**config.mk**
```make
export PLATFORM = sky130hd
export DESIGN_NAME = ct_ciu_l2_hpcp_regs
export DESIGN_NICKNAME = d
export VERILOG_FILES = /design/src/rtl/ct_ciu_l2_hpcp_regs.sv
export SDC_FILE = /design/constraint.sdc
export NUM_CORES = 1
export LEC_CHECK = 0
export CORE_ASPECT_RATIO = 0.75
export CORE_MARGIN = 3
export CORE_UTILIZATION = 60
export DETAILED_ROUTE_END_ITERATION = 8
export GPL_ROUTABILITY_DRIVEN = 0
export MAX_ROUTING_LAYER = met4
export PLACE_DENSITY = 0.84
export SETUP_SLACK_MARGIN = 0.1
export SYNTH_ARGS = -nofsm -noshare
export SYNTH_HDL_FRONTEND = slang
export SYNTH_SLANG_ARGS = --single-unit
```
**constraint.sdc**
```tcl
create_clock -name forever_cpuclk -period 15 [get_ports forever_cpuclk]
set_clock_uncertainty 0.05 [all_clocks]
set_input_delay 3 -clock forever_cpuclk [delete_from_list [all_inputs] [get_ports forever_cpuclk]]
set_output_delay 3 -clock forever_cpuclk [all_outputs]
set_load 0.01 [all_outputs]
```
**src/rtl/ct_ciu_l2_hpcp_regs.sv**
```systemverilog
`default_nettype none
// ct_ciu_l2_hpcp_regs: L2 HPCP event counters, control/overflow registers and PIU access FSM.
// Revision 1.0
module ct_ciu_l2_hpcp_regs (
  input  logic        forever_cpuclk,
  input  logic        cpurst,
  input  logic        piu_regs_sel,
  input  logic [15:0] piu_regs_op,
  input  logic [63:0] piu_regs_wdata,
  input  logic [3:0]  piu_regs_hpcp_cnt_en,
  input  logic [3:0]  l2c_regs_hpcp_evt,
  output logic        regs_piu_cmplt,
  output logic [63:0] regs_piux_rdata,
  output logic [3:0]  regs_piu_hpcp_l2of_int
);

  typedef enum logic [1:0] {
    IDLE  = 2'd0,
    ACC   = 2'd1,
    CMPLT = 2'd2,
    WAIT  = 2'd3
  } state_t;

  localparam logic [11:0] C_CTRL_MASK = 12'hF0F;
  localparam logic [47:0] C_CNT_MAX   = 48'hFFFF_FFFF_FFFF;

  state_t            state_q;
  logic [3:0][47:0]  cnt_q, cnt_d;
  logic [11:0]       ctrl_q, ctrl_d;
  logic [3:0]        ovf_q, ovf_d;
  logic [3:0]        int_q;
  logic              cmplt_q;
  logic [63:0]       rdata_q;

  logic [7:0]  w_sel;
  logic [2:0]  w_csr;
  logic        w_wt;
  logic        w_legal;
  logic        w_do_write;
  logic [47:0] w_mux;
  logic [47:0] w_old;
  logic [47:0] w_new;
  logic [47:0] w_wd;
  logic [3:0]  w_inc;
  logic        w_unused_in;

  assign w_sel       = piu_regs_op[11:4];
  assign w_csr       = piu_regs_op[2:0];
  assign w_wt        = piu_regs_op[3];
  assign w_wd        = piu_regs_wdata[47:0];
  assign w_unused_in = ^{piu_regs_op[15:12], piu_regs_wdata[63:48]};

  // A read (WT=0) is legal with any op bits; a write needs exactly one CSR op.
  assign w_legal    = $onehot(w_sel) && (!w_wt || $onehot(w_csr));
  assign w_do_write = (state_q == ACC) && w_legal && w_wt;
  assign w_inc      = piu_regs_hpcp_cnt_en & ctrl_q[3:0] & l2c_regs_hpcp_evt;

  always_comb begin
    w_mux = 48'd0;
    case (w_sel)
      8'h01:   w_mux = cnt_q[0];
      8'h02:   w_mux = cnt_q[1];
      8'h04:   w_mux = cnt_q[2];
      8'h08:   w_mux = cnt_q[3];
      8'h10:   w_mux = {36'd0, ctrl_q};
      8'h20:   w_mux = {44'd0, ovf_q};
      default: w_mux = 48'd0;
    endcase
  end

  assign w_old = w_legal ? w_mux : 48'd0;
  assign w_new = w_csr[2] ? w_wd :
                 w_csr[1] ? (w_old | w_wd) : (w_old & ~w_wd);

  // Software write beats a same-edge increment; hardware overflow set beats a software clear.
  always_comb begin
    ctrl_d = ctrl_q;
    ovf_d  = ovf_q;
    cnt_d  = cnt_q;
    if (w_do_write && w_sel[4]) ctrl_d = w_new[11:0] & C_CTRL_MASK;
    if (w_do_write && w_sel[5]) ovf_d  = w_new[3:0];
    for (int i = 0; i < 4; i++) begin
      if (w_do_write && w_sel[i]) begin
        cnt_d[i] = w_new;
      end else if (w_inc[i]) begin
        cnt_d[i] = cnt_q[i] + 48'd1;
        if (cnt_q[i] == C_CNT_MAX) ovf_d[i] = 1'b1;
      end
    end
  end

  always_ff @(posedge forever_cpuclk or posedge cpurst) begin
    if (cpurst) begin
      state_q <= IDLE;
      cnt_q   <= '0;
      ctrl_q  <= 12'd0;
      ovf_q   <= 4'd0;
      int_q   <= 4'd0;
      cmplt_q <= 1'b0;
      rdata_q <= 64'd0;
    end else begin
      cnt_q   <= cnt_d;
      ctrl_q  <= ctrl_d;
      ovf_q   <= ovf_d;
      int_q   <= ovf_q & ctrl_q[11:8];
      cmplt_q <= 1'b0;
      rdata_q <= 64'd0;
      case (state_q)
        IDLE:  if (piu_regs_sel) state_q <= ACC;
        ACC: begin
          state_q <= CMPLT;
          cmplt_q <= 1'b1;
          rdata_q <= {16'd0, w_old};
        end
        CMPLT: state_q <= WAIT;
        WAIT:  if (!piu_regs_sel) state_q <= IDLE;
        default: state_q <= IDLE;
      endcase
    end
  end

  assign regs_piu_cmplt         = cmplt_q;
  assign regs_piux_rdata        = rdata_q;
  assign regs_piu_hpcp_l2of_int = int_q;

endmodule
`default_nettype wire
```
==> After elaboration in Yosys (flattened, before gate mapping) <==
Index checks and enable logic that the tools add are counted.
{ "totals": {"reg_bits": 275, "in_bits": 91, "out_inout_bits": 69, "word_cells": 93} }
{ "op_classes": {"n_addsub": 13, "eq_ne": 17, "mux": 30, "bitwise_logic": 6, "n_reduce_logical": 17} }
{ "ops": {"columns": ["cell", "count"], "rows": [
  ["48-bit two-way mux", 12],
  ["48-bit one-hot mux with 6 select lines", 1],
  ["48-bit by 1-bit adder with 48-bit output, second input constant", 4],
  ["48-bit equality test, second input constant", 4],
  ["48-bit AND", 1],
  ["48-bit NOT", 1],
  ["48-bit bitwise OR", 1],
  ["1-bit two-way mux", 13],
  ["4-bit AND", 3],
  ["1-bit by 1-bit adder with 2-bit output", 5],
  ["1-bit logical AND", 9],
  ["8-bit by 1-bit equality test with 1-bit output, second input constant", 1],
  ["8-bit by 2-bit equality test with 1-bit output, second input constant", 1],
  ["8-bit by 3-bit equality test with 1-bit output, second input constant", 1],
  ["8-bit by 4-bit equality test with 1-bit output, second input constant", 1],
  ["8-bit by 5-bit equality test with 1-bit output, second input constant", 1],
  ["8-bit by 6-bit equality test with 1-bit output, second input constant", 1],
  ["2-bit one-hot mux with 4 select lines", 1],
  ["2-bit nonzero test", 4],
  ["2-bit by 2-bit adder with 3-bit output", 2],
  ["3-bit by 3-bit adder with 4-bit output", 1],
  ["2-bit by 1-bit equality test with 1-bit output, second input constant", 2],
  ["2-bit equality test, second input constant", 2],
  ["4-bit by 1-bit equality test with 1-bit output, second input constant", 1],
  ["other kinds (8)", 10]
]} }

==> Depth between registers and ports, before layout <==
Gate-level depths: netlist of the first run.
{ "depth": {"word_depth": 13, "depth_mapped": 18, "ltp_nobuf": 14} }

==> Least setup slack after synthesis of the first run <==
No wires, ideal clock.
{ "synth_timing": {"path_kind": "input to register", "start": "in piu_regs_op[7]", "end": "reg cnt_q[185] (netlist bit)", "setup_time_ns": 0.077, "t_arrival_ns": 7.387, "required_time_ns": 14.873, "setup_slack_ns": 7.486, "stages": 18, "path_buffers": 4, "cell_sequence": "clkbuf_1 clkbuf_1 inv_1 fa_1 fa_1 fa_1 inv_1 ha_1 inv_1 fa_1 a211o_1 o21a_1 or3_1 or2_1 buf_4 buf_4 o31a_1 a21oi_1"} }
{ "synth_between": {"elab_chain_cells": 10, "word_cells_on_any_way": 22, "classes_between": "3 x add/sub; 7 x eq/ne; 5 x mux; 2 x bitwise; 5 x reduce/logical"} }
{ "synth_lines": {"columns": ["item", "line", "text"], "rows": [
  ["from (decl)", "8", "input logic [15:0] piu_regs_op,"],
  ["1-bit by 1-bit adder with 2-bit output (not written as such)", "54", "assign w_legal = $onehot(w_sel) && (!w_wt || $onehot(w_csr));"],
  ["2-bit by 2-bit adder with 3-bit output (not written as such)", "54", null],
  ["3-bit by 3-bit adder with 4-bit output (not written as such)", "54", null],
  ["4-bit by 1-bit equality test with 1-bit output", "54", null],
  ["1-bit logical AND", "54", null],
  ["48-bit two-way mux", "71", "assign w_old = w_legal ? w_mux : 48'd0;"],
  ["48-bit AND or 48-bit bitwise OR (tied branches)", "73", "w_csr[1] ? (w_old | w_wd) : (w_old & ~w_wd);"],
  ["48-bit two-way mux", "73", null],
  ["48-bit two-way mux", "72", "assign w_new = w_csr[2] ? w_wd :"],
  ["48-bit two-way mux", "83", "if (w_do_write && w_sel[i]) begin"],
  ["to (signal assigned)", "102", "cnt_q <= cnt_d;"],
  ["to (decl)", "28", "logic [3:0][47:0] cnt_q, cnt_d;"]
]} }
Parallel ways exist; a longest one is shown, timed or not.
A chain may end at the register's enable or synchronous reset.

==> Worst setup path in the final report of the first run <==
{ "layout_timing": {"start": "in piu_regs_op[7]", "end": "reg cnt_q[118] (netlist bit)"} }
Same word-level chain as after synthesis.

==> results.py, run 1 <==
metrics = {
    "setup_path": {
        "max_stage_delay_ns": 1.37,
        "r2r-end": "cnt_q[190]",
        "cpMostUsedCell": "fa_1",
        "cp_num_buf_inv": 4,
        "start_kind": "primary input",
        "cp_data_arrival_time_ns": 9.17,
        "end_kind": "register",
        "reg2reg_slack_ns": 11.93,
        "reg2reg_depth": 6,
        "cp_top_family": "compound AO/OA/AOI/OAI gates",
        "cp_slowest_cell": "o41ai_1",
        "r2r_start": "cnt_q[147]",
        "critPathMaxFanout": 20,
        "crit_required_ns": 15.40,
        "crit_type": "in -> reg",
        "path_cells": "clkdlybuf4s50_1 -> inv_1 -> fa_1 -> fa_1 -> fa_1 -> inv_1 -> ha_1 -> inv_1 -> fa_1 -> a211o_1 -> o21a_1 -> or3_1 -> o41ai_1 -> nor2_1 -> a21oi_1",
    },
    "outcome": {
        "violations": "design-rule violations, max-capacitance violations, max-slew violations",
        "outcome": "finished, violations left",
    },
    "die": {
        "rows": 50,
        "start_util_pct": 61.6,
        "dieArea_sq_um": 27900,
        "dieWidth_microns": 192,
        "ioPinCount": 160,
        "core_area_sq_um": 25200,
        "dieHeight_microns": 145,
    },
    "synthesis": {
        "syn_avg_cell_area_sq_um": 8.79,
        "synth_ff_type": "dfrtp_1",
        "seq_area_frac_synth_pct": 41.8,
        "async_reset_ff_share_pct": 100,
        "ys_warn_count": 0,
        "syn_inst": 1766,
        "yosysUniqueCellTypes": 60,
        "synth_edf_count": 0,
        "ys_seq_elements": 259,
        "synth_area_sq_um": 15500,
    },
    "power_and_ir_drop": {
        "p_clk_share_pct": 27.6,
        "seq_power_share_pct": 49.3,
        "internal_power_mw": 1.63,
        "irDropWorstVdd_v": 0.000110,
        "power_density_nw_per_um2": 144,
        "power_switching_mw": 0.931,
        "leakage_nw": 7.28,
        "swShare_pct": 36.4,
        "combPwrFrac_pct": 23.1,
    },
    "cts": {
        "cts_tree": "yes",
        "cts_hold_buffers": 0,
        "clkTransAtPathRegs_ns": 0.06,
        "ctsRootBufferMaster": "clkbuf_16",
        "clockBufferDepth": 3,
        "cts_made_buffers": 27,
        "clock-sinks": 259,
        "cts_resized": 0,
        "postCtsSetupRepairBufs": 0,
        "htreeDepth": 1,
        "clkLatencyLatePin_ns": 0.54,
    },
    "min_path": {
        "min_path_type": "reg -> reg",
        "hp-start": "ctrl_q[11]",
        "min_delay_path_depth": 1,
        "min_to": "regs_piu_hpcp_l2of_int[3]",
    },
    "placement": {
        "numPortBuffers": 123,
        "place_inst": 2133,
        "hpwl_microns": 36300,
    },
    "detailed_routing": {
        "firstDrtPassIters": 9,
        "post_drt_wl_per_cell_microns": 23.6,
        "viasPerCell": 6.88,
        "routed_wl_microns": 51500,
        "drc": 7,
        "vias": 15000,
        "final_antenna_net_count": 0,
        "drt_iter0_markers": 2596,
    },
    "finish": {
        "final_cells": 2181,
        "insertedDiodeCount": 0,
        "drive_above_1_share_pct": 4.77,
        "fillers": 1845,
        "nets": 1935,
        "syn_to_final_growth_pct": 14.5,
    },
    "timing": {
        "rsz0062_at_grt": "no",
        "holdWs_ns": 0.500,
        "max_freq_ghz": 0.114,
        "slew_headroom_pct": -0.538,
        "finalHoldViolCount": 0,
        "final_max_slew_viol_count": 1,
        "fin_crit_ns": 8.77,
        "setup_tns_ns": 0,
        "worst_pin_slew_ns": 1.49,
        "final.period_utilization_pct": 58.5,
        "setup_viol": 0,
    },
    "grt": {
        "grt_pass1_vias": 13700,
        "antenna_found_initial": 0,
        "grt_pass1_wl_microns": 78900,
        "grt_overflow": 0,
        "track_usage_pct": 37.2,
        "grt_max_degree": 120,
    },
    "flow_run": {
        "maxCapViolCount": 1,
    },
}
-- layer usage --
layer | global-route usage (%) | part of all wire [%] | vias to the layer above | routed length [microns]
met5 | - | 0 | - | 0
met4 | 9.46 | 3.9 | 0 | 1990
met3 | 12.8 | 17 | 192 | 8610
met2 | 50.0 | 40 | 1276 | 20800
met1 | 53.8 | 39 | 7057 | 20200
li1 | - | - | 6488 | -
-- cell type report --
class	instances	area [sq um]	area share [%]
clock buffers	39	811	4.56
clock inverters	9	123	0.690
inverters	46	180	1.01
multi-input cells	1352	8410	47.3
flip-flops and latches	259	6480	36.5
well taps	338	423	2.38
repair buffers	138	1340	7.56
-- Yosys cell counts, types with 21 or more instances --
master    count  share of area, %
xor2_1       54               3.0
inv_1        46               1.1
and4_1       21               1.2
a31oi_1      22              0.89
nand4_1      85               3.4
nor4_1       31               1.2
xnor2_1     118               6.7
clkbuf_1     96               2.3
and3_1       33               1.3
a221oi_1     36               2.0
nand2_1     129               3.1
nor3_1       73               2.4
o31a_1       37               2.1
dfrtp_1     259                42
nor2_1      240               5.8
mux2i_1      49               3.2
a21oi_1     125               4.0
a22oi_1      54               2.6
nand3_1      77               2.5
o21ai_0      21              0.68
-- cell families (layout without fill, tap and decap cells) --
logic type / count (synthesis) / count (layout) / synth area share (%)
AO/OA/AOI/OAI: 343 / 343 / 14.8
XOR/XNOR: 172 / 172 / 9.71
adder cells (fa/ha/maj): 20 / 20 / 1.85
multiplexers: 55 / 55 / 3.60
flip-flops: 259 / 259 / 41.8
other: 1 / 16 / 0.0242
buffers and inverters: 170 / 232 / 4.68
AND/OR/NAND/NOR: 746 / 746 / 23.6
-- worst max path at each step --
| stage | slack [ns] | cells after the start | start | end |
|---|---|---|---|---|
| after floorplan | 4.82 | 1 | cpurst | cnt_q[0] |
| after global placement | 6.21 | 16 | piu_regs_op[7] | cnt_q[117] |
| after detailed placement | 6.05 | 15 | piu_regs_op[7] | cnt_q[118] |
| after CTS | 6.62 | 15 | piu_regs_op[7] | cnt_q[118] |
| after global routing | 6.21 | 15 | piu_regs_op[7] | cnt_q[118] |
| final | 6.23 | 15 | piu_regs_op[7] | cnt_q[118] |
-- power by group through the flow --
stage	combinational [mW]	sequential, mW	clock, mW
floorplan	0.456	1.13	0
global placement	0.539	1.22	0
detailed placement	0.570	1.24	0
CTS	0.580	1.23	0.707
global route	0.654	1.28	0.741
finish	0.590	1.26	0.707
-- flip-flops by register name, summed over array words and instances (netlist names) --
signal                  count
state_q                     2
regs_piu_cmplt              1
ovf_q                       4
regs_piux_rdata            48
ctrl_q                      8
regs_piu_hpcp_l2of_int      4
cnt_q                     192
-- stage by stage --
step	util [%]	power [mW]	instance area (sq um)	setup WS, ns
2_1_floorplan	-	1.58	15600	4.82
3_3_place_gp	66.8	1.76	16800	6.21
3_5_place_dp	66.8	1.81	16800	6.05
4_1_cts	70.5	2.52	17800	6.62
5_1_grt	70.5	2.67	17800	6.21
6_report	70.5	2.56	17800	6.23
-- layout by cell type, fill, tap and decap left out, types with 6 or more instances in the layout --
| cell | count |
|---|---|
| a21oi_1 | 125 |
| a221oi_1 | 36 |
| a22oi_1 | 54 |
| a31oi_1 | 22 |
| and2_1 | 11 |
| and3_1 | 29 |
| and4_1 | 21 |
| buf_4 | 15 |
| clkbuf_16 | 27 |
| clkbuf_8 | 9 |
| clkdlybuf4s50_1 | 123 |
| conb_1 | 16 |
| dfrtp_1 | 259 |
| ha_1 | 15 |
| inv_1 | 45 |
| mux2_2 | 6 |
| mux2i_1 | 49 |
| nand2_1 | 129 |
| nand3_1 | 77 |
| nand3b_1 | 8 |
| nand4_1 | 85 |
| nor2_1 | 239 |
| nor3_1 | 72 |
| nor4_1 | 28 |
| o21a_1 | 9 |
| o21ai_0 | 21 |
| o31a_1 | 37 |
| o31ai_1 | 6 |
| or3_1 | 8 |
| xnor2_1 | 118 |
| xor2_1 | 54 |
Note: power is estimated with default switching activity, not from simulation.
==> inputs of run 2 (changes only) <==
--- a/config.mk
+++ b/config.mk
@@ -7,11 +7,11 @@
 export LEC_CHECK = 0
 export CORE_ASPECT_RATIO = 0.75
 export CORE_MARGIN = 3
-export CORE_UTILIZATION = 60
+export CORE_UTILIZATION = 58
 export DETAILED_ROUTE_END_ITERATION = 8
 export GPL_ROUTABILITY_DRIVEN = 0
 export MAX_ROUTING_LAYER = met4
-export PLACE_DENSITY = 0.84
+export PLACE_DENSITY = 0.81
 export SETUP_SLACK_MARGIN = 0.1
 export SYNTH_ARGS = -nofsm -noshare
 export SYNTH_HDL_FRONTEND = slang
==> constraint.sdc (replaced) <==
create_clock -name forever_cpuclk -period 8.5 [get_ports forever_cpuclk]
set_clock_uncertainty 0.05 [all_clocks]
set_input_delay 1.7 -clock forever_cpuclk [delete_from_list [all_inputs] [get_ports forever_cpuclk]]
set_output_delay 1.7 -clock forever_cpuclk [all_outputs]
set_load 0.01 [all_outputs]
==> run 2 against run 1 <==
  * Core utilization down 2.4 points
  * Global-route usage down 0.69 points
  * Worst setup slack worse by 4.8 ns
  * The flow finishes with violations (max-capacitance violations)
  * Via count down 0.56%
==> results.py, run 2 (synthesis results as in run 1) <==
metrics = {
    "outcome": {
        "outcome": "finished, violations left",
        "violations": "max-capacitance violations",
    },
    "grt": {
        "grt_pass1_wl_microns": 80200,
        "grt_pass1_vias": 13800,
        "track_usage_pct": 36.5,
        "grt_max_degree": 130,
        "antenna_found_initial": 0,
        "grt_overflow": 0,
    },
    "setup_path": {
        "crit_type": "in -> reg",
        "critPathMaxFanout": 20,
        "cp_slowest_cell": "o41ai_1",
        "crit_required_ns": 8.91,
        "cpMostUsedCell": "fa_1",
        "cp_top_family": "compound AO/OA/AOI/OAI gates",
        "cp_num_buf_inv": 5,
        "start_kind": "primary input",
        "path_cells": "clkdlybuf4s50_1 -> buf_4 -> inv_1 -> fa_1 -> fa_1 -> fa_1 -> inv_1 -> ha_1 -> inv_1 -> fa_1 -> a211o_1 -> o21a_1 -> or3_1 -> o41ai_1 -> nor2_1 -> a21oi_1",
        "max_stage_delay_ns": 1.35,
        "end_kind": "register",
        "cp_data_arrival_time_ns": 7.46,
    },
    "cts": {
        "clock-sinks": 259,
        "clockBufferDepth": 3,
        "htreeDepth": 1,
        "clkLatencyLatePin_ns": 0.55,
        "ctsRootBufferMaster": "clkbuf_16",
        "cts_tree": "yes",
        "clkTransAtPathRegs_ns": 0.07,
        "cts_made_buffers": 27,
        "cts_hold_buffers": 0,
        "postCtsSetupRepairBufs": 0,
        "cts_resized": 0,
    },
    "detailed_routing": {
        "drt_iter0_markers": 2567,
        "routed_wl_microns": 51800,
        "firstDrtPassIters": 6,
        "viasPerCell": 6.81,
        "final_antenna_net_count": 0,
        "post_drt_wl_per_cell_microns": 23.6,
        "vias": 14900,
        "drc": 0,
    },
    "finish": {
        "nets": 1941,
        "fillers": 2046,
        "layout.area.seq_sq_um": 6480,
        "syn_to_final_growth_pct": 14.8,
        "utilization_pct": 68.1,
        "largest_reg_flops": 192,
        "multiInputGateArea_sq_um": 8410,
        "top_register": "cnt_q",
        "mostFrequentLayoutCells": "259 x dfrtp_1, 239 x nor2_1, 129 x nand2_1, 125 x a21oi_1, 123 x clkdlybuf4s50_1",
        "insertedDiodeCount": 0,
        "layout_commonest_cell": "dfrtp_1",
        "drive_above_1_share_pct": 5.03,
    },
    "timing": {
        "worst_pin_slew_ns": 1.47,
        "setup_tns_ns": 0,
        "final.period_utilization_pct": 82.9,
        "slew_headroom_pct": 0.393,
        "final_max_slew_viol_count": 0,
        "finalHoldViolCount": 0,
        "max_freq_ghz": 0.142,
        "fin_crit_ns": 7.05,
        "setup_viol": 0,
        "rsz0062_at_grt": "no",
    },
    "flow_run": {
        "maxCapViolCount": 1,
    },
    "die": {
        "start_util_pct": 59.3,
        "core_area_sq_um": 26200,
        "dieWidth_microns": 195,
        "ioPinCount": 160,
        "dieArea_sq_um": 28800,
        "rows": 51,
        "dieHeight_microns": 148,
    },
    "placement": {
        "hpwl_microns": 37100,
        "numPortBuffers": 123,
    },
    "power_and_ir_drop": {
        "irDropWorstVdd_v": 0.000148,
        "power_density_nw_per_um2": 252,
        "leakage_nw": 7.30,
    },
    "min_path": {
        "min_path_type": "reg -> reg",
    },
}
[run 2: worst reg2reg max path, stage by stage, from the launching register on]
cell and delay [ns]:
dfrtp_1 0.41, nand3_1 0.32, nor4_1 1.09, and3_1 0.59, nand4_1 0.17, xor2_1 0.17, o21ai_0 0.09
[run 2: power breakdown]
group          switching (mW)  leakage, nW  internal (mW)
sequential              0.593         3.49           1.62
clock                   0.514        0.452          0.739
combinational           0.526         3.36          0.508
[run 2: final timing paths]
kind / endpoint / slack (ns) / start / cells after the start
setup / recovery: cnt_q[22] / 1.45 / piu_regs_op[7] / 16
hold / removal: regs_piu_hpcp_l2of_int[2] / 0.49 / ctrl_q[10] / 1
setup reg to reg: cnt_q[47] / 5.43 / ctrl_q[0] / 6
hold reg to reg: regs_piu_hpcp_l2of_int[2] / 0.49 / ctrl_q[10] / 1
max in group asynchronous: regs_piux_rdata[40] / 5.30 / cpurst / 4
min in group asynchronous: regs_piux_rdata[13] / 1.68 / cpurst / 3
[run 2: per-layer routing]
metal,part of all wire [%],global-route usage (%)
met4,3.3,10.6
met3,16,12.2
met1,40,52.1
met2,41,49.7
met5,0,-
[run 2: stage by stage]
step                      cells  setup slack [ns]  total power, mW  cell area (sq um)  hold slack [ns]
final                      2193              1.45             4.50              17800            0.489
after global routing       2193              1.33             4.72              17800            0.517
after CTS                  2193              1.56             4.44              17800            0.486
after detailed placement   2145              1.05             3.19              16900            0.472
after global placement     2145              1.12             3.11              16900            0.466
after floorplan            1781              2.29             2.80              15600            0.408
[run 2: cell type report]
| cell class | count | share of cell area [%] |
|---|---|---|
| clock inverters | 12 | 0.955 |
| repair buffers | 144 | 7.86 |
| clock buffers | 36 | 4.21 |
| multi-input cells | 1352 | 47.2 |
| well taps | 344 | 2.42 |
| flip-flops and latches | 259 | 36.4 |
| inverters | 46 | 0.990 |
==> inputs of run 3 (changes only) <==
--- a/config.mk
+++ b/config.mk
@@ -7,11 +7,11 @@
 export LEC_CHECK = 0
 export CORE_ASPECT_RATIO = 0.75
 export CORE_MARGIN = 3
-export CORE_UTILIZATION = 58
+export CORE_UTILIZATION = 52
 export DETAILED_ROUTE_END_ITERATION = 8
 export GPL_ROUTABILITY_DRIVEN = 0
 export MAX_ROUTING_LAYER = met4
-export PLACE_DENSITY = 0.81
+export PLACE_DENSITY = 0.77
 export SETUP_SLACK_MARGIN = 0.1
 export SYNTH_ARGS = -nofsm -noshare
 export SYNTH_HDL_FRONTEND = slang
==> constraint.sdc (replaced) <==
create_clock -name forever_cpuclk -period 5.8 [get_ports forever_cpuclk]
set_clock_uncertainty 0.05 [all_clocks]
set_input_delay 1.16 -clock forever_cpuclk [delete_from_list [all_inputs] [get_ports forever_cpuclk]]
set_output_delay 1.16 -clock forever_cpuclk [all_outputs]
set_load 0.01 [all_outputs]
==> run 3 against run 2 <==
  * Die area increased by 11%
  * Critical path type unchanged
  * Critical path depth unchanged
  * Sequential power increased by 46%
  * Clock power increased by 49%
  * Sequential share of layout area decreased by 0.96 points
  * Cell count increased by 3.9%
  * Design area increased by 2.7%
  * Largest power group unchanged
  * The run now ends clean
  * Combinational power increased by 51%
  * Global-route usage decreased by 3.7 points
  * Count of clock-buffer cells in the layout increased by 5
  * Hold slack got worse by 0.022 ns
  * Register-to-register slack got worse by 2.6 ns
==> results.py, run 3 (synthesis results as in run 1) <==
metrics = {
    "timing": {
        "finalHoldViolCount": 0,
        "max_freq_ghz": 0.180,
        "final.setup.worst_slack_ns": 0.260,
        "worst_pin_slew_ns": 1.22,
        "slew_headroom_pct": 18.5,
        "fin_crit_ns": 5.54,
        "setup_viol": 0,
        "final_max_slew_viol_count": 0,
        "final.period_utilization_pct": 95.5,
        "rsz0062_at_grt": "no",
    },
    "finish": {
        "final_cells": 2278,
        "top_register": "cnt_q",
        "layout_commonest_cell": "dfrtp_1",
        "nets": 1977,
        "insertedDiodeCount": 0,
        "mostFrequentLayoutCells": "259 x dfrtp_1, 239 x nor2_1, 129 x nand2_1, 125 x a21oi_1, 123 x clkdlybuf4s50_1",
        "drive_above_1_share_pct": 6.95,
        "largest_reg_flops": 192,
        "utilization_pct": 62.6,
        "syn_to_final_growth_pct": 17.9,
    },
    "cts": {
        "cts_hold_buffers": 0,
        "htreeDepth": 1,
        "clkTransAtPathRegs_ns": 0.06,
        "clock-sinks": 259,
        "clockBufferDepth": 3,
        "cts_made_buffers": 28,
        "cts_tree": "yes",
        "clkLatencyLatePin_ns": 0.55,
        "ctsRootBufferMaster": "clkbuf_16",
    },
    "power_and_ir_drop": {
        "total_power_mw": 6.65,
        "power_density_nw_per_um2": 363,
        "leakage_nw": 7.54,
        "irDropWorstVdd_v": 0.000231,
    },
    "detailed_routing": {
        "post_drt_wl_per_cell_microns": 22.8,
        "firstDrtPassIters": 7,
        "routed_wl_microns": 52000,
        "vias": 14700,
        "final_antenna_net_count": 0,
        "viasPerCell": 6.46,
        "drc": 0,
        "drt_iter0_markers": 2127,
    },
    "placement": {
        "hpwl_microns": 37600,
        "numPortBuffers": 123,
        "pre_cts_ws_ns": -0.275,
        "place_inst": 2228,
    },
    "setup_path": {
        "end_kind": "register",
        "start_kind": "primary input",
        "crit_start": "piu_regs_op[4]",
        "cp_slowest_cell": "fa_1",
        "cp_data_arrival_time_ns": 5.95,
        "cp_top_family": "adder cells",
        "crit_required_ns": 6.21,
        "cp_num_buf_inv": 5,
        "r2r_start": "cnt_q[147]",
        "crit_type": "in -> reg",
        "reg2reg_depth": 6,
        "critPathMaxFanout": 30,
        "cp.depth": 16,
        "cpMostUsedCell": "fa_1",
        "max_stage_delay_ns": 0.55,
        "path_cells": "clkdlybuf4s50_1 -> inv_1 -> fa_1 -> fa_1 -> fa_1 -> inv_1 -> ha_1 -> inv_1 -> fa_1 -> a211o_1 -> o21a_1 -> or3_1 -> or2_4 -> buf_12 -> o31a_1 -> a21boi_0",
    },
    "min_path": {
        "min_delay_path_depth": 1,
        "hp-start": "ctrl_q[11]",
        "min_path_type": "reg -> reg",
    },
    "grt": {
        "grt_pass1_vias": 13700,
        "grt_overflow": 0,
        "track_usage_pct": 32.8,
        "antenna_found_initial": 0,
        "grt_pass1_wl_microns": 79400,
        "grt_max_degree": 100,
    },
    "die": {
        "start_util_pct": 53.1,
        "ioPinCount": 160,
        "core_area_sq_um": 29300,
        "dieWidth_microns": 205,
        "rows": 54,
        "dieArea_sq_um": 32000,
        "dieHeight_microns": 156,
    },
    "outcome": {
        "outcome": "finished clean",
    },
    "flow_run": {
        "maxCapViolCount": 0,
    },
}
run 3: cell type report:
cell class | count | area [sq um]
Timing Repair Buffer | 179 | 1800
Clock inverter | 9 | 98.8
Sequential cell | 259 | 6480
Inverter | 46 | 176
Clock buffer | 41 | 851
Tap cell | 392 | 490
Multi-Input combinational cell | 1352 | 8400
Fill cell | 2364 | 11000
run 3: layer usage:
layer,part of all wire (%),vias up,track usage (%),routed length (microns)
met5,0,-,-,0
met1,40,7042,44.9,20800
met4,3.4,0,9.56,1770
li1,-,6546,-,-
met2,41,968,45.0,21500
met3,15,151,12.9,7950
run 3: path summary, 6_finish.rpt:
check | to | slack [ns]
max reg2reg | cnt_q[190] | 2.80
max | cnt_q[71] | 0.26
min in group asynchronous | regs_piux_rdata[7] | 0.97
min | regs_piu_hpcp_l2of_int[3] | 0.47
min reg2reg | regs_piu_hpcp_l2of_int[3] | 0.47
max in group asynchronous | cnt_q[88] | 3.75
run 3: metrics by stage:
step,instance area (sq um),setup TNS [ns],hold slack [ns]
3_3_place_gp,17400,-25.19,0.452
6_report,18300,0,0.467
5_1_grt,18300,0,0.488
2_1_floorplan,15600,0,0.408
3_5_place_dp,17400,-30.26,0.450
4_1_cts,18300,0,0.465
run 3: timing repair:
item                       4_1_cts  5_1_grt
resized for setup                0        1
setup endpoints to repair        0       77
buffers inserted                 0        0
run 3: where the power goes:
part	internal [mW]	leakage, nW	switching [mW]
clock	1.10	0.476	0.760
sequential	2.37	3.49	0.852
combinational	0.769	3.58	0.796
total	4.24	7.54	2.41
